$ cat src/rtl/apb_usrt_param.sv
// apb_usrt_param: APB slave driving a synchronous serial port (uClk/uTx/uRx) with TX and RX FIFOs.
// Define USRT_PARITY_EN to add an even-parity bit to every frame in both directions.
`timescale 1ns/1ps

module usrtFifo #(
  parameter int W     = 8,
  parameter int DEPTH = 4
) (
  input  logic         clk,
  input  logic         rstN,
  input  logic         push,
  input  logic         pop,
  input  logic [W-1:0] wData,
  output logic [W-1:0] rData,
  output logic         full,
  output logic         empty
);
  localparam int AW = $clog2(DEPTH);

  logic [W-1:0] mem [DEPTH];
  logic [AW:0]  wrPtr, rdPtr;
  logic         doPush, doPop;

  assign empty  = (wrPtr == rdPtr);
  assign full   = (wrPtr[AW] != rdPtr[AW]) && (wrPtr[AW-1:0] == rdPtr[AW-1:0]);
  assign doPop  = pop & ~empty;
  // A pop in the same cycle frees the slot this push lands in.
  assign doPush = push & (~full | doPop);
  assign rData  = mem[rdPtr[AW-1:0]];

  always_ff @(posedge clk or negedge rstN) begin
    if (!rstN) begin
      wrPtr <= '0;
      rdPtr <= '0;
    end else begin
      if (doPush) wrPtr <= wrPtr + 1'b1;
      if (doPop)  rdPtr <= rdPtr + 1'b1;
    end
  end

  always_ff @(posedge clk) begin
    if (doPush) mem[wrPtr[AW-1:0]] <= wData;
  end
endmodule

module apb_usrt_param #(
  parameter int DATA_W     = 8,
  parameter int FIFO_DEPTH = 4,
  parameter int DIV        = 40
) (
  input  logic              pClk,
  input  logic              pReset,
  input  logic              pSelect,
  input  logic              pEnable,
  input  logic              pWrite,
  input  logic [31:0]       pAddress,
  input  logic [DATA_W-1:0] pWData,
  output logic [DATA_W-1:0] pRData,
  output logic              pReady,
  output logic              uClk,
  output logic              uTx,
  input  logic              uRx
);
  localparam int CW = $clog2(DIV);
  localparam int BW = $clog2(DATA_W);

  typedef enum logic [2:0] {
    TX_IDLE, TX_START, TX_DATA,
`ifdef USRT_PARITY_EN
    TX_PARITY,
`endif
    TX_STOP
  } txState_t;

  typedef enum logic [1:0] {
    RX_IDLE, RX_DATA,
`ifdef USRT_PARITY_EN
    RX_PARITY,
`endif
    RX_STOP
  } rxState_t;

  txState_t          txState, txNext;
  rxState_t          rxState, rxNext;
  logic [CW-1:0]     divCnt;
  logic              divWrap, riseTick, fallTick;
  logic [1:0]        regSel, ctrl;
  logic              access, txStall, txPush, rxPop, statusRd, ctrlWr;
  logic              txFull, txEmpty, rxFull, rxEmpty, txPop, txGo, txBusy;
  logic              rxPush, rxOvf, rxParOk, ovr, perr;
  logic [DATA_W-1:0] txHead, rxHead, txShift, rxShift, rdMux;
  logic [BW-1:0]     txBitCnt, rxBitCnt;
  logic [6:0]        status;
  logic              unusedAddr;

  assign unusedAddr = ^{pAddress[31:4], pAddress[1:0]};

  // uClk divider; ticks mark the pClk cycle whose edge moves uClk.
  assign divWrap  = (divCnt == CW'(DIV - 1));
  assign riseTick = divWrap & ~uClk;
  assign fallTick = divWrap & uClk;

  always_ff @(posedge pClk or negedge pReset) begin
    if (!pReset) begin
      divCnt <= '0;
      uClk   <= 1'b0;
    end else if (divWrap) begin
      divCnt <= '0;
      uClk   <= ~uClk;
    end else begin
      divCnt <= divCnt + 1'b1;
    end
  end

  assign regSel   = pAddress[3:2];
  assign access   = pSelect & pEnable;
  assign txStall  = access & pWrite & (regSel == 2'd0) & txFull & ~txPop;
  assign pReady   = pReset & access & ~txStall;
  assign txPush   = pReady & pWrite & (regSel == 2'd0);
  assign rxPop    = pReady & ~pWrite & (regSel == 2'd0);
  assign statusRd = pReady & ~pWrite & (regSel == 2'd1);
  assign ctrlWr   = pReady & pWrite & (regSel == 2'd2);
  assign status   = {txBusy, perr, ovr, rxEmpty, rxFull, txEmpty, txFull};

  always_comb begin
    rdMux = '0;
    case (regSel)
      2'd0:    if (!rxEmpty) rdMux = rxHead;
      2'd1:    rdMux = DATA_W'(status);
      2'd2:    rdMux = DATA_W'(ctrl);
      default: rdMux = '0;
    endcase
  end

  assign pRData = (pReady & ~pWrite) ? rdMux : '0;

  usrtFifo #(.W(DATA_W), .DEPTH(FIFO_DEPTH)) txFifo (
    .clk(pClk), .rstN(pReset), .push(txPush), .pop(txPop), .wData(pWData),
    .rData(txHead), .full(txFull), .empty(txEmpty));

  usrtFifo #(.W(DATA_W), .DEPTH(FIFO_DEPTH)) rxFifo (
    .clk(pClk), .rstN(pReset), .push(rxPush), .pop(rxPop), .wData(rxShift),
    .rData(rxHead), .full(rxFull), .empty(rxEmpty));

  assign rxOvf = rxPush & rxFull & ~rxPop;

  always_ff @(posedge pClk or negedge pReset) begin
    if (!pReset) begin
      ctrl <= 2'b11;
      ovr  <= 1'b0;
    end else begin
      if (ctrlWr) ctrl <= pWData[1:0];
      if (rxOvf) ovr <= 1'b1;
      else if (statusRd) ovr <= 1'b0;
    end
  end

  // TX: state names the bit currently on the line; every transition happens on fallTick.
  assign txGo   = ctrl[0] & ~txEmpty;
  assign txPop  = fallTick & txGo & ((txState == TX_IDLE) || (txState == TX_STOP));
  assign txBusy = (txState != TX_IDLE);

  always_ff @(posedge pClk or negedge pReset) begin
    if (!pReset) txState <= TX_IDLE;
    else         txState <= txNext;
  end

  always_comb begin
    txNext = txState;
    if (fallTick) begin
      case (txState)
        TX_IDLE:   if (txGo) txNext = TX_START;
        TX_START:  txNext = TX_DATA;
`ifdef USRT_PARITY_EN
        TX_DATA:   if (txBitCnt == BW'(DATA_W - 1)) txNext = TX_PARITY;
        TX_PARITY: txNext = TX_STOP;
`else
        TX_DATA:   if (txBitCnt == BW'(DATA_W - 1)) txNext = TX_STOP;
`endif
        TX_STOP:   txNext = txGo ? TX_START : TX_IDLE;
        default:   txNext = TX_IDLE;
      endcase
    end
  end

`ifdef USRT_PARITY_EN
  logic txPar;
`endif

  always_ff @(posedge pClk or negedge pReset) begin
    if (!pReset) begin
      txShift  <= '0;
      txBitCnt <= '0;
`ifdef USRT_PARITY_EN
      txPar    <= 1'b0;
`endif
    end else if (fallTick) begin
      if (txPop) begin
        txShift <= txHead;
`ifdef USRT_PARITY_EN
        txPar   <= ^txHead;
`endif
      end else if (txState == TX_DATA) begin
        txShift  <= txShift >> 1;
        txBitCnt <= txBitCnt + 1'b1;
      end
      if (txState == TX_START) txBitCnt <= '0;
    end
  end

  always_comb begin
    uTx = 1'b1;
    case (txState)
      TX_START:  uTx = 1'b0;
      TX_DATA:   uTx = txShift[0];
`ifdef USRT_PARITY_EN
      TX_PARITY: uTx = txPar;
`endif
      default:   uTx = 1'b1;
    endcase
  end

  // RX: uRx is sampled only on riseTick.
  always_ff @(posedge pClk or negedge pReset) begin
    if (!pReset) rxState <= RX_IDLE;
    else         rxState <= rxNext;
  end

  always_comb begin
    rxNext = rxState;
    if (riseTick) begin
      case (rxState)
        RX_IDLE:   if (!uRx && ctrl[1]) rxNext = RX_DATA;
`ifdef USRT_PARITY_EN
        RX_DATA:   if (rxBitCnt == BW'(DATA_W - 1)) rxNext = RX_PARITY;
        RX_PARITY: rxNext = RX_STOP;
`else
        RX_DATA:   if (rxBitCnt == BW'(DATA_W - 1)) rxNext = RX_STOP;
`endif
        default:   rxNext = RX_IDLE;
      endcase
    end
  end

  always_ff @(posedge pClk or negedge pReset) begin
    if (!pReset) begin
      rxShift  <= '0;
      rxBitCnt <= '0;
    end else if (riseTick) begin
      if (rxState == RX_IDLE) rxBitCnt <= '0;
      if (rxState == RX_DATA) begin
        rxShift  <= {uRx, rxShift[DATA_W-1:1]};
        rxBitCnt <= rxBitCnt + 1'b1;
      end
    end
  end

`ifdef USRT_PARITY_EN
  logic rxParBad, perrSet;
  assign perrSet = riseTick & (rxState == RX_PARITY) & (uRx ^ (^rxShift));
  assign rxParOk = ~rxParBad;

  always_ff @(posedge pClk or negedge pReset) begin
    if (!pReset) begin
      rxParBad <= 1'b0;
      perr     <= 1'b0;
    end else begin
      if (riseTick && rxState == RX_PARITY) rxParBad <= uRx ^ (^rxShift);
      if (perrSet) perr <= 1'b1;
      else if (statusRd) perr <= 1'b0;
    end
  end
`else
  assign rxParOk = 1'b1;
  assign perr    = 1'b0;
`endif

  // A zero stop bit or a parity mismatch silently drops the frame.
  always_comb begin
    rxPush = 1'b0;
    if (riseTick && rxState == RX_STOP) rxPush = uRx & rxParOk;
  end
endmodule

$ cat config.mk
export PLATFORM = sky130hd
export DESIGN_NAME = apb_usrt_param
export DESIGN_NICKNAME = d
export VERILOG_FILES = /design/src/rtl/apb_usrt_param.sv
export SDC_FILE = /design/constraint.sdc
export NUM_CORES = 1
export LEC_CHECK = 0
export ABC_AREA = 1
export BUFFER_PORTS_ARGS = -buffer_cell sky130_fd_sc_hd__buf_2
export CORE_ASPECT_RATIO = 1.25
export CORE_MARGIN = 1
export CORE_UTILIZATION = 35
export DETAILED_ROUTE_END_ITERATION = 12
export GPL_TIMING_DRIVEN = 0
export PLACE_DENSITY = 0.52
export SYNTH_ARGS = -nofsm -noshare
export SYNTH_HDL_FRONTEND = slang
export SYNTH_SLANG_ARGS = --single-unit
$ cat constraint.sdc
create_clock -name pClk -period 4.2 [get_ports pClk]
set_input_delay 0.42 -clock pClk [delete_from_list [all_inputs] [get_ports pClk]]
set_output_delay 0.42 -clock pClk [all_outputs]
set_load 0.02 [all_outputs]
==> results.sh, run 1 <==
export IMPL_ant_nets=0
export IMPL_viasPerCell=4.78
export IMPL_setup_viol=0
export IMPL_grt_first_pass_wirelength_mm=16.6
export IMPL_worstSkewPairLatency_ps=360
export IMPL_cp_slowest_cell="dfrtp_1"
export IMPL_die_area_mm2=0.0151
export IMPL_num_antenna_cells=0
export IMPL_grt_pass1_vias=3218
export IMPL_finalCritPeriodShare_pct=63.7
export IMPL_synth_edff_count=64
export IMPL_dr_pass1_iters=4
export IMPL_hold_path_class="primary input to async pin"
export IMPL_synthFlopType="edfxtp_1"
export IMPL_r2r_end="txFifo.mem[3][2]$_DFFE_PP_"
export IMPL_worst_slack_ps=1530
export IMPL_start_kind="flop"
export IMPL_vias=3334
export IMPL_synth_cells=477
export IMPL_layoutNonFillerInstCount=697
export IMPL_final_nets=579
export IMPL_worstSetupPathType="flop to output pin"
export IMPL_synth_distinct_cells=39
export IMPL_synthArstFlopShare_pct=42.9
export IMPL_post_route_cells_drive_above_1_share_pct=14.8
export IMPL_cts_root_buffer="clkbuf_16"
export IMPL_setup_tns_ps=0
export IMPL_grt_max_degree=50
export IMPL_routedWlPerCell_um=14.8
export IMPL_gp_congestion=0.804
export IMPL_timing_rr_start="divCnt[0]$_DFF_PN0_"
export IMPL_overflow=0
export IMPL_crit_path_end_kind="output pin"
export IMPL_synth_net_count=542
export IMPL_cts_resized=0
export IMPL_start_util_pct=35.7
export IMPL_fin_crit_ps=2670
export IMPL_cpPeakStageDelay_ps=380
export IMPL_clockBufferDepth=2
export IMPL_drv_cap=0
export IMPL_drc_errors=0
export IMPL_critPathMaxFanout=10
export IMPL_pin_count=57
export IMPL_die_h_um=137
export IMPL_hpwl_mm=7.24
export IMPL_cpMostUsedCell="buf_2"
export IMPL_layout_commonest_cell="nand2_1"
export IMPL_tightest_slew_ps=876
export IMPL_ctsHoldBuffers=0
export IMPL_ys_ff_latch=112
export IMPL_path_clk_slew_ps=80
export IMPL_relSlewSlack_pct=41.4
export IMPL_final_util_pct=40.3
export IMPL_drtIter0Drc=233
export IMPL_final_cell_mix="nand2_1 (68), edfxtp_1 (64), nor2_1 (63)"
export IMPL_peakVddDrop_v=0.000198
export IMPL_power_density_mw_per_mm2=403
export IMPL_core_mm2=0.0143
export IMPL_worstPathCellList="buf_2, inv_1, clkbuf_1, o21ai_0, o22ai_1, nand2_1, a21oi_1, buf_2"
export IMPL_yosysWarnings=0
export IMPL_numCtsBuffers=9
export IMPL_r2r_slack_ps=1570
export IMPL_syn_avg_cell_area_um2=10.7
export IMPL_slew_violations=0
export IMPL_yosysSeqAreaShare_pct=61.2
export IMPL_placed_area_mm2=0.00545
export IMPL_placed_cells_incl_taps=680
export IMPL_netlist_area_mm2=0.00510
export IMPL_clock_fmax_ghz=0.374
export IMPL_antenna_found_initial=0
export IMPL_fill_cells=1413
export IMPL_final_area_mm2=0.00576
export IMPL_hold_viol=0
export IMPL_status="finished clean"
export IMPL_cts_max_level=3
export IMPL_cts_setup_buffers=0
export IMPL_place_port_buffers=25
export IMPL_arrival_ps=2250
export IMPL_grt_total_usage_pct=15.1
export IMPL_cts_tree="done"
export IMPL_clock_sinks=112
export IMPL_fin_skew_ps=5.94
export IMPL_grt_setup_unrepaired="no"
export IMPL_critPathRequiredTime_ps=3780
export IMPL_num_rows=49
export IMPL_wl_mm=10.3
export IMPL_leakage_nw=2.40
export IMPL_r2r_cells=9
export IMPL_die_width_um=110
export IMPL_place_ws_ps=873
export IMPL_area_delta_synth_final_pct=12.9
## final cells by class
class                      instances  area [µm²]  share of cell area, %
sequential                       112        3130                   54.2
multi-input combinational        300        1710                   29.8
clock buffer                       9         225                   3.91
tap                              178         223                   3.87
inverter                          54         204                   3.54
timing repair buffer              26         145                   2.52
clock inverter                     7        65.1                   1.13
buffer                            11        60.1                   1.04
## state kept, by name, indices dropped and copies added, names as in the netlist, 2 cells and up
signal	cells
rxFifo.mem	32
txFifo.mem	32
rxShift	8
txShift	8
divCnt	6
rxBitCnt	3
rxFifo.rdPtr	3
rxFifo.wrPtr	3
txBitCnt	3
txFifo.rdPtr	3
txFifo.wrPtr	3
ctrl	2
rxState	2
txState	2
## critical path: cells and delay by family (launching register included)
kind	cells	cell delay, ps
and+or+nand+nor	1	80
DFF	1	380
buffers and inverters	4	960
AOI/OAI and AO/OA	3	470
## cells in the mapped netlist (2+ instances only)
master,instances,area (µm²)
dfrtp_1,46,1150
nand2_2,3,18.8
nand4_1,7,43.8
o22ai_1,14,87.6
o21ai_1,6,30.0
nor2_1,63,236
inv_1,50,188
nor2_2,3,18.8
ha_1,19,238
nor3_1,2,10.0
nand2_1,68,255
o21ai_0,49,245
nand2_4,3,33.8
nand3_2,2,20.0
o211ai_1,4,30.0
edfxtp_1,64,1920
dfstp_2,2,52.6
xor2_1,6,52.6
clkbuf_1,2,7.51
inv_2,3,11.3
nand3_1,20,100
buf_2,6,30.0
a21oi_1,12,60.1
nor2_4,4,45.0
xnor2_1,5,43.8
## cell families after synthesis
group | after synthesis | share of synthesized area [%]
simple gates | 181 | 17.1
flops | 112 | 61.2
compound gates | 87 | 9.37
buf+inv | 65 | 5.17
fa+ha+maj | 19 | 4.66
xor+xnor | 12 | 2.21
mux | 1 | 0.294
## routing by layer
| metal | track usage (%) | vias to the layer above | share of wire [%] |
|---|---|---|---|
| met1 | 18.1 | 1606 | 44 |
| met2 | 26.4 | 32 | 52 |
| met5 | 0 | - | 0 |
| met3 | 3.33 | 11 | 2.5 |
| met4 | 5.56 | 0 | 1.6 |
| li1 | - | 1685 | - |
## power breakdown
group / switching (W) / internal (W) / total [W]
registers: 0.0000226 / 0.00118 / 0.00121
clock network: 0.000421 / 0.000416 / 0.000837
logic: 0.000186 / 0.0000904 / 0.000276
total: 0.000629 / 0.00169 / 0.00232
## worst max-delay path by stage
stage,cells past startpoint,endpoint,startpoint
after floorplan,9,txFifo.mem[0][0]$_DFFE_PP_,divCnt[0]$_DFF_PN0_
after global placement,7,rxFifo.mem[0][5]$_DFFE_PP_,pReset
after detailed placement,7,rxFifo.mem[2][7]$_DFFE_PP_,pReset
after CTS,7,pRData[2],pReset
after global routing,8,pRData[3],rxFifo.rdPtr[0]$_DFFE_PN0P_
final,8,pRData[3],rxFifo.rdPtr[0]$_DFFE_PN0P_
## metrics by stage
stage / hold WS (ps) / power [W]
finish: 72.3 / 0.00232
global route: 115 / 0.00243
CTS: 267 / 0.00234
detailed placement: 452 / 0.00151
global placement: 442 / 0.00150
floorplan: 124 / 0.00142
Note: power is estimated with default switching activity, not from simulation.
==> inputs of run 2 (changes only) <==
--- a/config.mk
+++ b/config.mk
@@ -12,7 +12,7 @@
 export CORE_UTILIZATION = 35
 export DETAILED_ROUTE_END_ITERATION = 12
 export GPL_TIMING_DRIVEN = 0
-export PLACE_DENSITY = 0.52
+export PLACE_DENSITY = 0.54
 export SYNTH_ARGS = -nofsm -noshare
 export SYNTH_HDL_FRONTEND = slang
 export SYNTH_SLANG_ARGS = --single-unit
==> constraint.sdc (replaced) <==
create_clock -name pClk -period 2.18 [get_ports pClk]
set_input_delay 0.218 -clock pClk [delete_from_list [all_inputs] [get_ports pClk]]
set_output_delay 0.218 -clock pClk [all_outputs]
set_load 0.02 [all_outputs]
==> run 2 against run 1 <==
Net effect: total power rose by 100%; cell area is 7.4% higher; via count is 3.9% higher; global-route usage increased by 0.95 points; flip-flop and latch count stayed put; final cell count grew 3.2%.
==> results.sh, run 2 (synthesis results as in run 1) <==
export IMPL_num_antenna_cells=0
export IMPL_dr_pass1_iters=4
export IMPL_cp_num_buf_inv=3
export IMPL_area_delta_synth_final_pct=21.3
export IMPL_worstPathCellList="buf_6, inv_8, nand2_1, nand2_2, nand3b_1, o21ai_2, a21oi_1, nor2_1, buf_4"
export IMPL_hold_path_class="primary input to flop"
export IMPL_tightest_slew_ps=452
export IMPL_finalCritPeriodShare_pct=95.3
export IMPL_place_ws_ps=-943
export IMPL_critPathMaxFanout=10
export IMPL_min_from="pWData[7]"
export IMPL_timing_rr_start="divCnt[0]$_DFF_PN0_"
export IMPL_overflow=0
export IMPL_grt_pass1_vias=3455
export IMPL_cts_root_buffer="clkbuf_16"
export IMPL_leakage_nw=2.56
export IMPL_clockBufferDepth=2
export IMPL_cts_max_level=3
export IMPL_start_util_pct=35.7
export IMPL_vias=3463
export IMPL_slew_violations=0
export IMPL_worst_slack_ps=102
export IMPL_ant_nets=0
export IMPL_die_h_um=137
export IMPL_setup_tns_ps=0
export IMPL_relSlewSlack_pct=69.9
export IMPL_grt_total_usage_pct=16.1
export IMPL_drc_errors=0
export IMPL_grt_first_pass_wirelength_mm=17.6
export IMPL_final_area_mm2=0.00619
export IMPL_start_kind="flop"
export IMPL_combPwrFrac_pct=13.9
export IMPL_post_route_cells_drive_above_1_share_pct=22.0
export IMPL_arrival_ps=1860
export IMPL_antenna_found_initial=0
export IMPL_worstSkewPairLatency_ps=360
export IMPL_core_mm2=0.0143
export IMPL_numCtsBuffers=9
export IMPL_layout_commonest_cell="nand2_1"
export IMPL_hold_viol=0
export IMPL_fin_crit_ps=2080
export IMPL_final_cell_mix="nand2_1 (67), edfxtp_1 (64), nor2_1 (56)"
export IMPL_fin_skew_ps=11.1
export IMPL_crit_path_end_kind="output pin"
export IMPL_path_clk_slew_ps=80
export IMPL_cpPeakStageDelay_ps=410
export IMPL_p_sw_w=0.00131
export IMPL_wl_mm=11.0
export IMPL_p_seq_share_pct=49.8
export IMPL_die_area_mm2=0.0151
export IMPL_routedWlPerCell_um=15.3
export IMPL_power_density_mw_per_mm2=757
export IMPL_peakVddDrop_v=0.000554
export IMPL_final_nets=601
export IMPL_clock_sinks=112
export IMPL_pin_count=57
export IMPL_p_int_w=0.00337
export IMPL_critPathRequiredTime_ps=1960
export IMPL_die_width_um=110
export IMPL_placed_area_mm2=0.00545
export IMPL_netSwitchingFraction_pct=28.1
export IMPL_cts_tree="done"
export IMPL_holdWs_ps=73.1
export IMPL_hpwl_mm=7.36
export IMPL_num_rows=49
export IMPL_cp_slowest_cell="dfrtp_1"
export IMPL_crit_start="txFifo.rdPtr[1]$_DFFE_PN0P_"
export IMPL_place_port_buffers=25
export IMPL_drv_cap=0
export IMPL_crit_family="simple AND/OR/NAND/NOR gates"
export IMPL_setup_viol=0
export IMPL_grt_max_degree=47
export IMPL_drtIter0Drc=172
export IMPL_gp_congestion=0.771
export IMPL_viasPerCell=4.82
export IMPL_power_share_clock_pct=36.3
export IMPL_worstSetupPathType="flop to output pin"
export IMPL_clock_fmax_ghz=0.481
export IMPL_status="finished clean"
run 2: cell types whose count changed in the layout (fill, tap and decap cells not counted), sizes merged:
cell	change
buf	+21
clkinv	-1
dlygate4sd3	+1
clkinvlp	+1
run 2: path summary, 6_finish.rpt:
kind / to / cells past startpoint / slack, ps
worst min register to register: rxBitCnt[0]$_DFFE_PN0P_ / 1 / 490
min in group asynchronous: ctrl[1]$_DFFE_PN1P_ / 2 / 620
worst max register to register: txFifo.mem[1][4]$_DFFE_PP_ / 9 / 140
worst min-delay path: txFifo.mem[3][7]$_DFFE_PP_ / 1 / 70
worst max-delay path: pRData[0] / 9 / 100
max in group asynchronous: txFifo.wrPtr[2]$_DFFE_PN0P_ / 3 / 1290
run 2: worst register-to-register path: stages, from the launching register on:
cell and delay (ps):
dfrtp_1 360, ha_2 200, nand2_2 80, nor2_4 140
nand3_4 120, nor2_4 120, nand3_4 90, nand2_2 110
nand4_4 190, nor2_4 320
run 2: power groups by stage:
| stage | clock network, W | registers, W | logic, W |
|---|---|---|---|
| 5_1_grt | 0.00184 | 0.00234 | 0.000728 |
| 3_3_place_gp | 0 | 0.00237 | 0.000515 |
| 3_5_place_dp | 0 | 0.00237 | 0.000522 |
| 2_1_floorplan | 0 | 0.00236 | 0.000370 |
| 6_report | 0.00170 | 0.00233 | 0.000653 |
| 4_1_cts | 0.00175 | 0.00233 | 0.000589 |
run 2: metrics by stage:
step | cells | total power, W | util [%]
5_1_grt | 719 | 0.00491 | 43.3
6_report | 719 | 0.00468 | 43.3
4_1_cts | 710 | 0.00466 | 42.2
2_1_floorplan | 477 | 0.00273 | -
3_5_place_dp | 680 | 0.00289 | 38.2
3_3_place_gp | 680 | 0.00288 | 38.2
run 2: what timing repair did:
action | 4_1_cts | 5_1_grt
hold buffers | 2 | 0
setup buffers | 12 | 9
endpoints found under the setup margin | 74 | 49
pin swaps | 7 | 11
gates cloned | 0 | 0
hold endpoints to repair | 46 | 0
gates resized for setup | 37 | 20
run 2: final cells by class:
cell class | count | area, µm²
inverter | 54 | 218
tap | 178 | 223
sequential | 112 | 3130
multi-input combinational | 300 | 1840
clock buffer | 9 | 225
timing repair buffer | 48 | 380
fill | 1343 | 8100
clock inverter | 7 | 87.6
buffer | 11 | 87.6
run 2: metal layers:
metal,track usage [%],wire [µm],vias up
met5,0,0,-
met4,6.44,204,0
met3,4.10,328,12
met2,27.6,5740,45
met1,19.0,4710,1674
li1,-,-,1732
